File: config.mk
export PLATFORM = sky130hd
export DESIGN_NAME = amount_entry
export DESIGN_NICKNAME = d
export VERILOG_FILES = /design/src/rtl/amount_entry.sv
export SDC_FILE = /design/constraint.sdc
export NUM_CORES = 1
export LEC_CHECK = 0
export ABC_AREA = 1
export CAP_MARGIN = 10
export CORE_MARGIN = 2
export CORE_UTILIZATION = 49
export CTS_CLUSTER_DIAMETER = 120
export DETAILED_ROUTE_END_ITERATION = 6
export PLACE_DENSITY = 0.76
export REMOVE_ABC_BUFFERS = 1
export SLEW_MARGIN = 20
export SYNTH_ARGS = -nofsm -noshare
export SYNTH_HDL_FRONTEND = slang
export SYNTH_SLANG_ARGS = --single-unit
File: constraint.sdc
create_clock -name clk -period 2.35 [get_ports clk]
set_input_delay 0.47 -clock clk [delete_from_list [all_inputs] [get_ports clk]]
set_output_delay 0.47 -clock clk [all_outputs]
set_load 0.03 [all_outputs]
File: src/rtl/amount_entry.sv
// Purpose: keypad amount entry; collects up to three BCD digits, converts to binary, offers it to the balance counter.
// Latency: valid rises on the 4th rising edge after the edge that samples push_enter (3 accumulate cycles + 1 range check).
// Backpressure: amount/valid are held in REQ until ack=1 is sampled; push_clear aborts from any state.
//
// Ports:
//   clk, rst (sync, active-low)     clock and reset
//   digit[3:0], push_digit          BCD digit and its append pulse
//   push_enter, push_clear          submit / discard pulses (clear > enter > digit)
//   ack                             balance counter took the amount (REQ only)
//   amount[7:0], valid              binary amount offer, held stable while valid
//   err                             sticky rejection flag, cleared by push_clear
//   bcd_out[11:0]                   {hunds,tens,ones} for the display scanner
//   busy                            high while converting or offering
module amount_entry #(
    parameter int MAX_AMOUNT = 255
) (
    input  logic        clk,
    input  logic        rst,
    input  logic [3:0]  digit,
    input  logic        push_digit,
    input  logic        push_enter,
    input  logic        push_clear,
    input  logic        ack,
    output logic [7:0]  amount,
    output logic        valid,
    output logic        err,
    output logic [11:0] bcd_out,
    output logic        busy
);

    localparam logic [2:0] S_IDLE  = 3'd0;
    localparam logic [2:0] S_ENTRY = 3'd1;
    localparam logic [2:0] S_CONV  = 3'd2;
    localparam logic [2:0] S_REQ   = 3'd3;
    localparam logic [2:0] S_ERR   = 3'd4;

    localparam logic [9:0] MAX_ACC = 10'(MAX_AMOUNT);

    logic [2:0]  state, state_n;
    logic [1:0]  cnt, cnt_n;
    logic [1:0]  step, step_n;
    logic [9:0]  acc, acc_n;
    logic [11:0] bcd_n;
    logic [7:0]  amount_n;
    logic        valid_n, err_n;
    logic [3:0]  conv_digit;

    // Digit consumed by the current accumulate step: hundreds first.
    always_comb begin
        conv_digit = bcd_out[3:0];
        case (step)
            2'd0:    conv_digit = bcd_out[11:8];
            2'd1:    conv_digit = bcd_out[7:4];
            default: conv_digit = bcd_out[3:0];
        endcase
    end

    always_comb begin
        state_n  = state;
        cnt_n    = cnt;
        step_n   = step;
        acc_n    = acc;
        bcd_n    = bcd_out;
        amount_n = amount;
        valid_n  = valid;
        err_n    = err;

        if (push_clear) begin
            state_n  = S_IDLE;
            cnt_n    = 2'd0;
            step_n   = 2'd0;
            acc_n    = 10'd0;
            bcd_n    = 12'd0;
            amount_n = 8'd0;
            valid_n  = 1'b0;
            err_n    = 1'b0;
        end else begin
            case (state)
                S_IDLE, S_ENTRY: begin
                    if (push_enter) begin
                        // Enter wins over a simultaneous digit; in IDLE there is nothing to submit.
                        if (state == S_ENTRY) begin
                            state_n = S_CONV;
                            acc_n   = 10'd0;
                            step_n  = 2'd0;
                        end
                    end else if (push_digit) begin
                        if (digit > 4'd9) begin
                            err_n   = 1'b1;
                            state_n = S_ERR;
                        end else begin
                            state_n = S_ENTRY;
                            // A fourth digit is dropped so the display keeps the first three.
                            if (cnt != 2'd3) begin
                                bcd_n = {bcd_out[7:0], digit};
                                cnt_n = cnt + 2'd1;
                            end
                        end
                    end
                end
                S_CONV: begin
                    if (step != 2'd3) begin
                        acc_n  = 10'(acc * 10'd10) + {6'd0, conv_digit};
                        step_n = step + 2'd1;
                    end else if ((acc == 10'd0) || (acc > MAX_ACC)) begin
                        err_n   = 1'b1;
                        state_n = S_ERR;
                    end else begin
                        amount_n = acc[7:0];
                        valid_n  = 1'b1;
                        state_n  = S_REQ;
                    end
                end
                S_REQ: begin
                    if (ack) begin
                        state_n  = S_IDLE;
                        valid_n  = 1'b0;
                        amount_n = 8'd0;
                        bcd_n    = 12'd0;
                        cnt_n    = 2'd0;
                    end
                end
                S_ERR: begin
                    // Hold err and the display until push_clear.
                end
                default: begin
                    state_n = S_IDLE;
                end
            endcase
        end
    end

    always_ff @(posedge clk) begin
        if (!rst) begin
            state   <= S_IDLE;
            cnt     <= 2'd0;
            step    <= 2'd0;
            acc     <= 10'd0;
            bcd_out <= 12'd0;
            amount  <= 8'd0;
            valid   <= 1'b0;
            err     <= 1'b0;
            busy    <= 1'b0;
        end else begin
            state   <= state_n;
            cnt     <= cnt_n;
            step    <= step_n;
            acc     <= acc_n;
            bcd_out <= bcd_n;
            amount  <= amount_n;
            valid   <= valid_n;
            err     <= err_n;
            busy    <= (state_n == S_CONV) || (state_n == S_REQ);
        end
    end

endmodule

==> results.toml <==
[detailed_routing]
viasPerCell = 5.152
first_pass_iters = 4
wirelength_microns = 5248
ant_nets = 0
wl_per_cell_microns = 12.09
drt-initial-drc-count = 95
num_vias = 2236
drc_errors = 0

[synth]
syn_avg_cell_area_sq_um = 7.031
yosys.area.top_type_share_pct = 34.41
ys_types = 28
postSynthCellCount = 331
synth_edf_count = 0
synth_seq_cells = 40
synth_area_sq_um = 2327
synthFlopType = "dfxtp_1"
async_reset_ff_share_pct = 0
synth.area.top_cells = "dfxtp_1 (34%), nand2_1 (15%), ha_1 (9.7%)"
ys_warn_count = 0
yosysTopAreaCell = "dfxtp_1"
ys_seq_area_share_pct = 34.41

[die]
die_x_microns = 72.92
pin_count = 33
dieArea_sq_um = 5317
dieHeight_microns = 72.92
core_region_area_sq_um = 4661
rows = 25
start_util_pct = 49.93

[placement]
place.gp.congestion = 0.9011
place_area_sq_um = 2778
io_buffers = 32
preCtsSetupSlack_ps = -87.56
hpwlAfterDp_microns = 3935
placed_cells = 423

[sta]
fin_crit_sh_pct = 96.85
timing.slew.headroom_pct = 62.53
whs_ps = 459.0
slew_viol_final = 0
setup_viol = 0
setup_ws_ps = 74.01
max_freq_mhz = 439.4
tns_ps = 0
period_minus_slack_ps = 2276
worstMarginPinSlew_ps = 560.4
rsz0062_at_grt = "true"
hold_viol_final = 0
fin_skew_ps = 6.035

[cts]
root_buffer = "clkbuf_8"
cts_buffers = 5
cts_max_level = 2
postCtsHoldBufs = 0
clk_path_buf_depth = 2
cts_tree = "built"
cts_sinks = 40
clkTransAtPathRegs_ps = 70
clk_latency_ps = 280

[cells_and_area]
final_area_sq_um = 2958
fin_cells = 434
n_antenna_cell = 0
utilization_pct = 63.46
layout-drive-gt1-share_pct = 19.47
finalNetCount = 409
syn_to_final_growth_pct = 27.10

[hold_path]
hp-start = "amount[6]$_SDFFE_PP0P_"
hold_end = "amount[6]$_SDFFE_PP0P_"
hold_class = "reg -> reg"
hold_depth = 2

[run]
drv_cap = 0

[global_routing]
track_usage_pct = 19.49
grt_pass1_wl_microns = 8404
grt_max_degree = 15
grt_overflow = 0
antenna_found_initial = 0
first_global_vias = 2066

[power]
power_mw = 1.220
p_per_area_nw_per_um2 = 412.5
p_leak_nw = 1.198
ir_drop_uv = 431.3

[run_status]
status = "finished, final reports clean"

[critical_path]
path_class = "reg -> reg"
startpoint_type = "flop"
rrSetupSlack_ps = 70
cp.arrival_ps = 2490
reg2reg_to = "acc[7]$_SDFFE_PP0P_"
crit_required_ps = 2560
regToRegStartpoint = "step[1]$_SDFFE_PP0P_"
crit_path_end_kind = "flop"
rr_worst_depth = 15
critPathMaxFanout = 6
## metal layers
metal  vias to the layer above  part of all wire (%)  GRT usage, %
met5                         -                     0             0
met4                         0                  0.99         4.115
met3                         6                   3.3         3.453
met2                        47                    49         34.24
met1                      1018                    47         24.98
li1                       1165                     -             -
## power by group
group / internal [mW] / switching (mW) / total (mW)
registers: 0.680 / 0.00443 / 0.685
clock network: 0.239 / 0.215 / 0.454
logic: 0.0325 / 0.0492 / 0.0817
total: 0.952 / 0.268 / 1.22
## kinds of logic (layout without fill, tap and decap cells)
family,Yosys count,in the layout,synth area share (%)
AO/OA/AOI/OAI,61,61,15.65
adder cells (fa/ha/maj),20,20,11.40
AND/OR/NAND/NOR,163,163,30.16
flip-flops,40,40,34.41
buffers and inverters,47,96,8.387
## cell usage after synthesis, types with 2 or more instances
master    number
o21ai_1        4
clkbuf_1       4
o21ai_0        6
clkinv_1       2
dfxtp_1       40
nor2_1        23
fa_1           2
or2_2          2
nor2_2         3
nand3b_1       2
nand2_1       94
ha_1          18
inv_1         30
a21oi_1       31
nand3_1       25
o21a_1         2
a21oi_2        9
inv_2          5
a31oi_1        6
nand2_2       11
o211ai_1       2
buf_2          4
## cell usage in the layout (no fill, tap or decap), types with 5 or more instances in the layout
cell type         n
buf_4            17
a31oi_1           6
clkbuf_8          6
ha_1             15
nand2_1          91
a21oi_2           9
inv_2             6
nor2_2            7
nand2_2          14
nor2_1           19
nand3_1          24
clkdlybuf4s50_1  32
inv_1            28
o21ai_0           5
dfxtp_1          37
a21oi_1          31
o21ai_1           5
## layout make-up
class,instances,area [sq um]
flip-flops and latches,40,807.0
fillers,402,1703
multi-input cells,244,1386
inverters,38,147.6
well taps,54,67.56
repair buffers,50,459.2
clock buffers,8,90.09
## critical path, cell delays in order, from the launching register on
cell	delay [ps]
dfxtp_2	370
inv_4	50
ha_4	150
or2_4	280
nor2_2	90
a31oi_1	50
ha_2	190
fa_2	350
nand2_2	80
nand2_2	60
nand2_2	70
nor2_2	40
nand2_1	90
buf_4	100
nand3_1	70
a21oi_1	150
## registers in the layout, indices dropped and copies added (netlist names)
signal,flops
bcd_out,12
acc,10
amount,8
state,3
cnt,2
step,2
busy,1
err,1
valid,1
## what timing repair did
item | CTS | global route
endpoints found under the setup margin | 3 | 6
gates resized for setup | 4 | 20
gates cloned | 0 | 0
pin swaps | 0 | 8
buffers inserted | 0 | 3
## worst max-delay path by stage
stage / startpoint / to / slack, ps / depth (start not counted)
finish: step[1]$_SDFFE_PP0P_ / acc[7]$_SDFFE_PP0P_ / 70 / 15
global route: step[1]$_SDFFE_PP0P_ / acc[7]$_SDFFE_PP0P_ / -30 / 15
CTS: step[0]$_SDFFE_PP0P_ / acc[8]$_SDFFE_PP0P_ / 10 / 15
detailed placement: step[0]$_SDFFE_PP0P_ / acc[9]$_SDFFE_PP0P_ / -90 / 16
global placement: step[0]$_SDFFE_PP0P_ / acc[9]$_SDFFE_PP0P_ / 10 / 16
floorplan: step[0]$_SDFFE_PP0P_ / acc[9]$_SDFFE_PP0P_ / -20 / 16
Power figures use the tool's default switching activity.
